<file path="src/rtl/dffn_reset_release_seq.sv">
// rtl/dffn_reset_release_seq.sv - staggered falling-edge release of per-domain active-low resets
// Optional soft-reset request/acknowledge path is compiled in by defining RSTSEQ_SOFTRST_EN.
module dffn_reset_release_seq #(
  parameter int NDOM        = 4,
  parameter int STAGGER     = 8,
  parameter int SYNC_STAGES = 2,
  parameter int SOFT_HOLD   = 16,
  localparam int DW         = $clog2(NDOM)
) (
  input  logic            CLKN,
  input  logic            RN,
  input  logic            SREQ,
  input  logic [DW-1:0]   SDOM,
  output logic [NDOM-1:0] RN_DOM,
  output logic            DONE,
  output logic            SACK
);

  localparam int SCW = $clog2(STAGGER + 1);

`ifdef RSTSEQ_SOFTRST_EN
  typedef enum logic [1:0] {HOLD, RELEASE, RUN, SOFT} state_t;
`else
  typedef enum logic [1:0] {HOLD, RELEASE, RUN} state_t;
`endif

  state_t                 state, state_d;
  logic [SYNC_STAGES-1:0] sync;
  logic [SCW-1:0]         scnt, scnt_d;
  logic [DW-1:0]          idx, idx_d;
  logic [NDOM-1:0]        rn_dom_d;
  logic                   done_d;

`ifdef RSTSEQ_SOFTRST_EN
  localparam int HCW = $clog2(SOFT_HOLD + 1);
  logic [HCW-1:0]         hcnt, hcnt_d;
  logic [DW-1:0]          sdom_q, sdom_d;
  logic                   sack_d;
  logic                   req_go;
  logic [(1<<DW)-1:0]     dom_ok;

  always_comb begin
    for (int i = 0; i < (1 << DW); i++) dom_ok[i] = (i < NDOM);
  end

  assign req_go = SREQ && !SACK;

  always_ff @(negedge CLKN or negedge RN) begin
    if (!RN) begin
      hcnt   <= '0;
      sdom_q <= '0;
      SACK   <= 1'b0;
    end else begin
      hcnt   <= hcnt_d;
      sdom_q <= sdom_d;
      SACK   <= sack_d;
    end
  end
`else
  logic unused_soft;
  assign unused_soft = ^{SREQ, SDOM, SOFT_HOLD[0]};
  assign SACK        = 1'b0;
`endif

  // Deassertion is re-timed to the falling edge; assertion stays asynchronous.
  always_ff @(negedge CLKN or negedge RN) begin
    if (!RN) sync <= '0;
    else     sync <= {sync[SYNC_STAGES-2:0], 1'b1};
  end

  always_ff @(negedge CLKN or negedge RN) begin
    if (!RN) begin
      state  <= HOLD;
      scnt   <= '0;
      idx    <= '0;
      RN_DOM <= '0;
      DONE   <= 1'b0;
    end else begin
      state  <= state_d;
      scnt   <= scnt_d;
      idx    <= idx_d;
      RN_DOM <= rn_dom_d;
      DONE   <= done_d;
    end
  end

  always_comb begin
    state_d  = state;
    scnt_d   = scnt;
    idx_d    = idx;
    rn_dom_d = RN_DOM;
    done_d   = DONE;
`ifdef RSTSEQ_SOFTRST_EN
    hcnt_d   = hcnt;
    sdom_d   = sdom_q;
    sack_d   = SACK;
    if (SACK && !SREQ) sack_d = 1'b0;
`endif
    case (state)
      HOLD: begin
        // Leave HOLD on the edge where the chain output turns 1.
        if (sync[SYNC_STAGES-2]) begin
          state_d = RELEASE;
          scnt_d  = '0;
          idx_d   = '0;
        end
      end
      RELEASE: begin
        if (scnt == SCW'(STAGGER - 1)) begin
          scnt_d        = '0;
          rn_dom_d[idx] = 1'b1;
          if (idx == DW'(NDOM - 1)) begin
            done_d  = 1'b1;
            state_d = RUN;
`ifdef RSTSEQ_SOFTRST_EN
            // A request already pending is taken on the final release edge itself.
            if (req_go) begin
              if (dom_ok[SDOM]) begin
                rn_dom_d[SDOM] = 1'b0;
                sdom_d         = SDOM;
                hcnt_d         = '0;
                state_d        = SOFT;
              end else begin
                sack_d = 1'b1;
              end
            end
`endif
          end else begin
            idx_d = idx + 1'b1;
          end
        end else begin
          scnt_d = scnt + 1'b1;
        end
      end
      RUN: begin
`ifdef RSTSEQ_SOFTRST_EN
        if (req_go) begin
          if (dom_ok[SDOM]) begin
            rn_dom_d[SDOM] = 1'b0;
            sdom_d         = SDOM;
            hcnt_d         = '0;
            state_d        = SOFT;
          end else begin
            sack_d = 1'b1;
          end
        end
`endif
      end
`ifdef RSTSEQ_SOFTRST_EN
      SOFT: begin
        if (hcnt == HCW'(SOFT_HOLD - 1)) begin
          rn_dom_d[sdom_q] = 1'b1;
          sack_d           = 1'b1;
          state_d          = RUN;
        end else begin
          hcnt_d = hcnt + 1'b1;
        end
      end
`endif
      default: state_d = HOLD;
    endcase
  end

endmodule

</file>
<file path="config.mk">
export PLATFORM = sky130hd
export DESIGN_NAME = dffn_reset_release_seq
export DESIGN_NICKNAME = d
export VERILOG_FILES = /design/src/rtl/dffn_reset_release_seq.sv
export SDC_FILE = /design/constraint.sdc
export NUM_CORES = 1
export LEC_CHECK = 0
export ABC_AREA = 1
export BUFFER_PORTS_ARGS = -buffer_cell sky130_fd_sc_hd__buf_2
export CAP_MARGIN = 20
export CORE_AREA = 5 5 47 49
export CTS_CLUSTER_DIAMETER = 150
export CTS_CLUSTER_SIZE = 25
export DETAILED_ROUTE_END_ITERATION = 8
export DIE_AREA = 0 0 52 54
export PLACE_DENSITY = 0.59
export SYNTH_ARGS = -nofsm -noshare
export SYNTH_HDL_FRONTEND = slang
export SYNTH_SLANG_ARGS = --single-unit
</file>
<file path="constraint.sdc">
create_clock -name CLKN -period 1.2 [get_ports CLKN]
set_input_delay 0.24 -clock CLKN [delete_from_list [all_inputs] [get_ports CLKN]]
set_output_delay 0.24 -clock CLKN [all_outputs]
set_load 0.02 [all_outputs]
</file>
==> results.toml, run 1 <==
[clocking]
numCtsBuffers = 3
clkTransAtPathRegs_ns = 0.06
clock_path_buffers = 2
cts_tree = "done"
hold_buffers = 0
cts_num_sinks = 14
htreeDepth = 1
insertion_delay_ns = 0.28
root_buffer = "clkbuf_4"

[setup_path]
crit_path_end_kind = "output port"
crit_family = "flip-flops"
crit_required_ns = 0.96
r2r_cells = 5
slowest_stage = "dfrtn_1"
crit_cells = 1
worstPathArrival_ns = 1.44
max_stage_delay_ns = 0.44
cp-start-kind = "flip-flop"
cp_cell_sequence = "buf_6"
critPathBufInv = 1
cp_max_fo = 2
critPathKind = "reg -> out"

[status]
status = "finished, violations left"
failed_checks = "negative setup slack"

[finish]
multiInputGateArea_sq_um = 303
num-fill-cells = 186
instances_no_fill = 114
syn2layout_area_growth_pct = 34.9
drive_gt1_share_pct = 33.3
final_nets = 98
seq_area_sq_um = 350
n_antenna_cell = 0

[global_route]
grt_max_degree = 15
grt_antenna_before_repair = 0
grt_overflow = 0
first_global_vias = 481
grt.total_usage_pct = 10.2
grt_pass1_wl_um = 2010

[yosys]
synth.cell_area_sq_um = 659
synth_area_leaders = "dfrtn_1 (53%), nand2_1 (9.7%), ha_1 (9.5%), a21o_1 (3.4%), inv_1 (3.4%)"
seq_area_frac_synth_pct = 53.1
syn_nets = 78
yosys_warnings = 0
ys_types = 20
netlist_instances = 68
yosysTopAreaCellShare_pct = 53.1
syn_avg_cell_area_sq_um = 9.70
synth.largest_area_cell = "dfrtn_1"
yosys_register_bits = 14

[placed_design]
routabilityCongestion = 0.800
dp_hpwl_um = 897
io_buffers = 6
placed_cells = 107

[pwr]
switching_share_pct = 37.1
max-vdd-ir-drop_mv = 1.06
pwr-share-clk_pct = 14.8
power_frac_seq_pct = 36.3
power_w = 0.00228
power_density_nw_per_um2 = 2560
p_int_w = 0.00143
comb_power_share_pct = 48.9
switchingPower_w = 0.000846
p_leak_nw = 0.451

[timing]
worst_slack_ns = -0.482
hold_viol_final = 0
setup_viol = 5
rsz0062_at_grt = "true"
slew_viol_final = 0
slew-limit-headroom_pct = 65.6
max_slew.worst_pin.slew_ns = 0.511
finalClockSkew_ns = 0.00155
setup_tns_ns = -2.36

[drt]
drtAntennaViolNets = 0
drt_iter0_drc = 10
drc = 0
vias_per_cell = 4.49
wl_per_cell_um = 11.1
wirelength_um = 1260
firstDrtPassIters = 4
num_vias = 512

[job]
max_cap_violations = 0

[floorplanning]
start_util_pct = 36.2
dieHeight_um = 54
die_area_sq_um = 2810
die_w_um = 52
io_pins = 11
core_region_area_sq_um = 1820
rows = 16

[hold_path]
hold_class = "in -> async"
-- state kept, by name, indices dropped and copies added (netlist names) --
signal / count
scnt: 4
DONE: 1
state: 2
RN_DOM: 4
sync: 1
idx: 2
-- repair_timing --
item / CTS / global route
endpoints found under the setup margin: 8 / 14
resized for setup: 13 / 5
pin swaps: 1 / 4
cloned: 0 / 0
buffers inserted: 2 / 1
-- final timing paths --
path                                        from                    end  slack (ns)
max in group asynchronous                     RN     idx[0]$_DFFE_NN0P_        0.60
max                        RN_DOM[3]$_DFFE_NN0P_              RN_DOM[3]       -0.48
max reg2reg                  scnt[1]$_DFFE_NN0P_   state[0]$_DFFE_NN0P_        0.03
min                                           RN    scnt[1]$_DFFE_NN0P_        0.33
min reg2reg                RN_DOM[2]$_DFFE_NN0P_  RN_DOM[2]$_DFFE_NN0P_        0.42
min in group CLKN          RN_DOM[2]$_DFFE_NN0P_  RN_DOM[2]$_DFFE_NN0P_        0.42
-- power groups by stage --
| stage | Combinational (W) | Sequential (W) | Clock, W |
|---|---|---|---|
| after floorplan | 0.000424 | 0.000914 | 0 |
| after global placement | 0.000870 | 0.000795 | 0 |
| after detailed placement | 0.000904 | 0.000803 | 0 |
| after CTS | 0.00106 | 0.000821 | 0.000353 |
| after global routing | 0.00123 | 0.000859 | 0.000374 |
| final | 0.00111 | 0.000827 | 0.000337 |
-- stage by stage --
step           setup slack, ns  area (sq um)  utilization [%]  hold slack (ns)
5_1_grt                 -0.535           890             48.8            0.339
4_1_cts                 -0.500           866             47.5            0.332
3_5_place_dp            -0.193           768             42.2            0.398
6_report                -0.482           890             48.8            0.326
2_1_floorplan           -0.128           659                -            0.419
3_3_place_gp            -0.187           768             42.2            0.396
-- final cells by class --
class / count / share of cell area [%]
inverter: 7 / 2.95
clock buffer: 4 / 4.08
sequential: 14 / 39.4
timing repair buffer: 16 / 15.8
multi-input combinational: 46 / 34.0
tap: 27 / 3.80
-- per-layer routing --
layer	up-vias	track usage (%)	routed length, um
li1	256	-	-
met1	248	11.6	570
met2	8	16.7	632
met3	0	5.26	60
met4	0	2.62	0
met5	-	0	0
-- cell usage in the layout, fill, tap and decap left out, types with 3 or more instances in the layout --
cell type / synthesis / routed
ha_1: 5 / 4
dfrtn_1: 14 / 14
a21o_1: 3 / 3
nand2_1: 17 / 16
clkbuf_4: 0 / 3
o21ai_1: 2 / 3
nand4_1: 3 / 3
buf_4: 1 / 9
buf_6: 0 / 6
inv_1: 6 / 6
-- synthesized netlist by cell type, drive strengths merged --
cell type,count
a22o,1
a21oi,1
o21ai,5
conb,2
a21o,3
nand4,3
nor2,3
buf,1
o211ai,1
inv,7
ha,5
dfrtn,14
nand2,19
nand3,3
-- cells by family after synthesis --
logic type | synth area share, %
other cells | 1.14
compound gates | 10.4
fa+ha+maj | 9.49
simple gates | 20.7
buf+inv | 5.12
flops | 53.1
Power figures use the tool's default switching activity.
==> run 2, diff against run 1 <==
--- a/config.mk
+++ b/config.mk
@@ -14,6 +14,7 @@
 export DETAILED_ROUTE_END_ITERATION = 8
 export DIE_AREA = 0 0 52 54
 export PLACE_DENSITY = 0.59
+export REMOVE_ABC_BUFFERS = 1
 export SYNTH_ARGS = -nofsm -noshare
 export SYNTH_HDL_FRONTEND = slang
 export SYNTH_SLANG_ARGS = --single-unit
==> run 2 against run 1 <==
  * The run still ends with negative setup slack left
  * Largest cell class unchanged
  * Worst hold slack got worse by 0.0018 ns
  * Via count down 3.3%
  * Utilization up 1.2 points
  * Design area up 2.4%
  * Critical endpoint unchanged
==> results.toml, run 2 (synthesis results as in run 1) <==
[drt]
wirelength_um = 1180
drt_iter0_drc = 8
firstDrtPassIters = 4
num_vias = 495
wl_per_cell_um = 10.2
drtAntennaViolNets = 0
vias_per_cell = 4.27
drc = 0

[global_route]
grt.total_usage_pct = 9.63
first_global_vias = 443
grt_pass1_wl_um = 1920
grt_antenna_before_repair = 0
grt_max_degree = 15
grt_overflow = 0

[placed_design]
dp_hpwl_um = 833
routabilityCongestion = 0.793
io_buffers = 6
placed_cells = 107
place_ws_ns = -0.191

[clocking]
clock_path_buffers = 2
root_buffer = "clkbuf_4"
insertion_delay_ns = 0.28
cts_num_sinks = 14
numCtsBuffers = 3
clkTransAtPathRegs_ns = 0.06
cts_tree = "done"
htreeDepth = 1

[setup_path]
cp_cell_sequence = "buf_6"
cp-start-kind = "flip-flop"
regToRegSetupSlack_ns = 0.05
cp_max_fo = 2
critPathKind = "reg -> out"
critPathBufInv = 1
crit_required_ns = 0.96
crit_start = "RN_DOM[3]$_DFFE_NN0P_"
worstPathArrival_ns = 1.43
crit_path_end_kind = "output port"
max_stage_delay_ns = 0.43
crit_family = "flip-flops"
slowest_stage = "dfrtn_1"
worstReg2RegStart = "scnt[1]$_DFFE_NN0P_"

[floorplanning]
die_w_um = 52
die_area_sq_um = 2810
start_util_pct = 36.2
dieHeight_um = 54
io_pins = 11
core_region_area_sq_um = 1820
rows = 16

[finish]
n_antenna_cell = 0
drive_gt1_share_pct = 36.0
instances_no_fill = 116
multiInputGateArea_sq_um = 313
final_common_cell = "nand2_1"
seq_area_sq_um = 350
syn2layout_area_growth_pct = 38.1
final_nets = 100
largestRegisters = "RN_DOM: 4 flops, scnt: 4 flops"
final_cell_mix = "nand2_1 (17), dfrtn_1 (14), buf_4 (12), inv_1 (5), buf_6 (5)"
finish.utilization_pct = 50.0
num-fill-cells = 160

[pwr]
power_density_nw_per_um2 = 2540
p_leak_nw = 0.459
max-vdd-ir-drop_mv = 1.51

[timing]
slew_viol_final = 0
worst_slack_ns = -0.475
setup_viol = 5
rsz0062_at_grt = "true"
max_slew.worst_pin.slew_ns = 0.493
slew-limit-headroom_pct = 66.8
hold_viol_final = 0
finalClockSkew_ns = 0.000923
setup_tns_ns = -2.34

[job]
max_cap_violations = 0

[hold_path]
hold_class = "in -> async"

[status]
failed_checks = "negative setup slack"
status = "finished, violations left"
==> run 2: final cells by class <==
class / instances / share of cell area, %
timing repair buffer: 18 / 16.6
clock buffer: 4 / 3.98
tap: 27 / 3.71
sequential: 14 / 38.5
multi-input combinational: 46 / 34.3
inverter: 7 / 2.88
==> run 2: worst paths after layout <==
check                           depth (start not counted)                    end
worst max register to register                          6     idx[0]$_DFFE_NN0P_
min in group CLKN                                       1  RN_DOM[2]$_DFFE_NN0P_
worst min register to register                          1  RN_DOM[2]$_DFFE_NN0P_
worst max-delay path                                    1              RN_DOM[3]
worst min-delay path                                    1    scnt[1]$_DFFE_NN0P_
max in group asynchronous                               1     idx[1]$_DFFE_NN0P_
==> run 2: metal layers <==
| layer | global-route usage (%) | share of wire (%) | wire length, um | vias to the layer above |
|---|---|---|---|---|
| met3 | 4.99 | 4.0 | 47 | 2 |
| met4 | 2.62 | 0.59 | 7 | 0 |
| li1 | - | - | - | 260 |
| met5 | 0 | 0 | 0 | - |
| met1 | 12.4 | 49 | 574 | 226 |
| met2 | 14.0 | 47 | 550 | 7 |
==> run 2: per-stage QoR <==
step                hold slack (ns)  power [W]  instance area [sq um]
floorplan                     0.419    0.00134                    652
global placement              0.396    0.00167                    768
detailed placement            0.398    0.00169                    768
CTS                           0.335    0.00218                    851
global route                  0.338    0.00251                    911
finish                        0.325    0.00231                    911
==> run 2: timing repair <==
action / CTS / global route
hold buffers: 0 / 0
buffers inserted: 0 / 5
pin swaps: 0 / 2
resized for setup: 13 / 5
setup endpoints to repair: 8 / 13
==> run 2: power breakdown <==
| part | switching, W | internal, W |
|---|---|---|
| Combinational | 0.000537 | 0.000608 |
| Sequential | 0.000157 | 0.000679 |
| Clock | 0.000148 | 0.000184 |
==> run 3, diff against run 2 <==
--- a/config.mk
+++ b/config.mk
@@ -5,15 +5,14 @@
 export SDC_FILE = /design/constraint.sdc
 export NUM_CORES = 1
 export LEC_CHECK = 0
-export ABC_AREA = 1
 export BUFFER_PORTS_ARGS = -buffer_cell sky130_fd_sc_hd__buf_2
 export CAP_MARGIN = 20
-export CORE_AREA = 5 5 47 49
+export CORE_AREA = 5 5 48 50
 export CTS_CLUSTER_DIAMETER = 150
 export CTS_CLUSTER_SIZE = 25
 export DETAILED_ROUTE_END_ITERATION = 8
-export DIE_AREA = 0 0 52 54
-export PLACE_DENSITY = 0.59
+export DIE_AREA = 0 0 53 55
+export PLACE_DENSITY = 0.58
 export REMOVE_ABC_BUFFERS = 1
 export SYNTH_ARGS = -nofsm -noshare
 export SYNTH_HDL_FRONTEND = slang
==> run 3 against run 2 <==
  * The run still ends with negative setup slack left
  * Via count increased by 15%
  * Global-route usage increased by 2.3 points
  * Sequential cell count is the same
  * Largest cell class is now multi-input combinational cells
  * Worst hold slack worse by 0.011 ns
  * Worst setup slack got worse by 0.0055 ns
  * Sequential share of layout area decreased by 6.3 points
  * Design area rose by 20%
  * Non-clock buffer count increased by 11
  * Largest power group unchanged
  * Clock skew rose by 0.0069 ns
  * Sequential power about the same
  * Synthesized cell count decreased by 10%
  * Critical path type unchanged
  * Wire length increased by 29%
  * Highest routed layer unchanged
==> results.toml, run 3 <==
[status]
status = "finished, violations left"
failed_checks = "negative setup slack"

[setup_path]
max_stage_delay_ns = 0.43
cp_max_fo = 2
crit_required_ns = 0.96
reg2reg_to = "idx[1]$_DFFE_NN0P_"
slowest_stage = "dfrtn_1"
cp-start-kind = "flip-flop"
critPathKind = "reg -> out"
crit_family = "flip-flops"
worstReg2RegStart = "scnt[0]$_DFFE_NN0P_"
crit_path_end_kind = "output port"
crit_cells = 1
regToRegSetupSlack_ns = -0.20
r2r_cells = 4
critPathBufInv = 1
worstPathArrival_ns = 1.44
cp_cell_sequence = "buf_6"

[finish]
final_common_cell = "buf_4"
num-fill-cells = 150
seq_area_sq_um = 350
final_nets = 104
design_area_sq_um = 1090
multiInputGateArea_sq_um = 387
instances_no_fill = 120
final_cell_mix = "buf_4 (16), dfrtn_1 (14), buf_6 (12), nand2_1 (5), a21o_1 (5)"
drive_gt1_share_pct = 51.6
largestRegisters = "RN_DOM: 4 flops, scnt: 4 flops"
n_antenna_cell = 0
syn2layout_area_growth_pct = 61.4

[drt]
firstDrtPassIters = 4
drt_iter0_drc = 7
drc = 0
drtAntennaViolNets = 0
vias_per_cell = 4.75
wl_per_cell_um = 12.7
num_vias = 570
wirelength_um = 1530

[clocking]
htreeDepth = 1
root_buffer = "clkbuf_4"
cts_num_sinks = 14
numCtsBuffers = 3
insertion_delay_ns = 0.29
cts_tree = "done"
clock_path_buffers = 2
clkTransAtPathRegs_ns = 0.07
hold_buffers = 0

[floorplanning]
core_region_area_sq_um = 1860
die_w_um = 53
die_area_sq_um = 2920
rows = 16
io_pins = 11
start_util_pct = 36.2
dieHeight_um = 55

[global_route]
grt_max_degree = 15
grt.total_usage_pct = 11.9
first_global_vias = 545
grt_overflow = 0
grt_antenna_before_repair = 0
grt_pass1_wl_um = 2430

[timing]
slew_viol_final = 0
finalClockSkew_ns = 0.00781
setup_viol = 7
hold_viol_final = 0
worst_slack_ns = -0.480
rsz0062_at_grt = "true"

[yosys]
syn_avg_cell_area_sq_um = 11.1
synth_common_cells = "dfrtn_1 (14), nand2_1 (6), a21o_1 (5), ha_1 (5), inv_1 (5)"
yosysTopAreaCellShare_pct = 51.9
synth.cell_area_sq_um = 674
synth_ff_type = "dfrtn_1"
netlist_instances = 61
async_flop_share_pct = 100
yosys_register_bits = 14
seq_area_frac_synth_pct = 51.9
synth.largest_area_cell = "dfrtn_1"
synth_edf_count = 0
ys_types = 23
yosys_warnings = 0
post-synth-top-count-cell = "dfrtn_1"
synth_area_leaders = "dfrtn_1 (52%), ha_1 (9.3%), a21o_1 (5.6%), nand2_1 (3.3%), mux2i_1 (3.0%)"

[pwr]
power_density_nw_per_um2 = 2530
pwr-share-clk_pct = 12.6
p_leak_nw = 0.546
comb_power_share_pct = 57.0
p_int_w = 0.00176
switchingPower_w = 0.000997
power_frac_seq_pct = 30.4
switching_share_pct = 36.2
max-vdd-ir-drop_mv = 1.32

[job]
max_cap_violations = 0

[placed_design]
dp_hpwl_um = 921
io_buffers = 6
placed_cells = 109
routabilityCongestion = 0.745
place_area_sq_um = 851

[hold_path]
hold_class = "in -> async"
run 3: how the worst max path moves through the flow:
| stage | from | endpoint | slack (ns) |
|---|---|---|---|
| finish | RN_DOM[3]$_DFFE_NN0P_ | RN_DOM[3] | -0.48 |
| global route | RN_DOM[3]$_DFFE_NN0P_ | RN_DOM[3] | -0.53 |
| CTS | RN_DOM[0]$_DFFE_NN0P_ | RN_DOM[0] | -0.49 |
| detailed placement | scnt[0]$_DFFE_NN0P_ | idx[1]$_DFFE_NN0P_ | -0.20 |
| global placement | RN_DOM[3]$_DFFE_NN0P_ | RN_DOM[3] | -0.19 |
| floorplan | idx[0]$_DFFE_NN0P_ | idx[1]$_DFFE_NN0P_ | -0.25 |
run 3: cell families after synthesis:
| kind of cell | Yosys count | share of synthesized area, % |
|---|---|---|
| AND/OR/NAND/NOR | 17 | 14.5 |
| AO/OA/AOI/OAI | 15 | 16.3 |
| flip-flops | 14 | 51.9 |
| buffers and inverters | 6 | 3.90 |
| adder cells (fa/ha/maj) | 5 | 9.28 |
| multiplexers | 2 | 2.97 |
| other | 2 | 1.11 |
run 3: per-stage QoR:
stage	setup WS [ns]	hold slack (ns)	power (W)	setup TNS, ns	utilization (%)
finish	-0.480	0.314	0.00275	-2.64	58.5
global route	-0.526	0.333	0.00293	-2.98	58.5
CTS	-0.486	0.325	0.00256	-2.64	54.2
detailed placement	-0.202	0.401	0.00188	-1.87	45.7
global placement	-0.188	0.393	0.00185	-1.90	45.7
floorplan	-0.247	0.436	0.00138	-1.00	-
run 3: final cells by class:
class | instances | area share [%]
multi-input combinational | 41 | 35.5
clock buffer | 4 | 3.33
sequential | 14 | 32.2
tap | 27 | 3.10
timing repair buffer | 29 | 23.9
inverter | 5 | 1.95
run 3: routing by layer:
metal	global-route usage, %	up-vias	share of wire (%)
met1	15.1	280	43
met5	0	-	0
met3	1.61	4	2.6
li1	-	275	-
met4	8.94	0	2.6
met2	18.4	11	51
run 3: power groups by stage:
stage	sequential [W]	combinational, W	clock (W)
2_1_floorplan	0.000933	0.000449	0
3_3_place_gp	0.000789	0.00106	0
3_5_place_dp	0.000798	0.00108	0
4_1_cts	0.000826	0.00139	0.000353
5_1_grt	0.000857	0.00170	0.000378
6_report	0.000836	0.00157	0.000348
run 3: what timing repair did:
| item | CTS | global route |
|---|---|---|
| endpoints found under the setup margin | 16 | 17 |
| resized for setup | 23 | 19 |
| setup buffers | 6 | 5 |
| pin swaps | 8 | 12 |
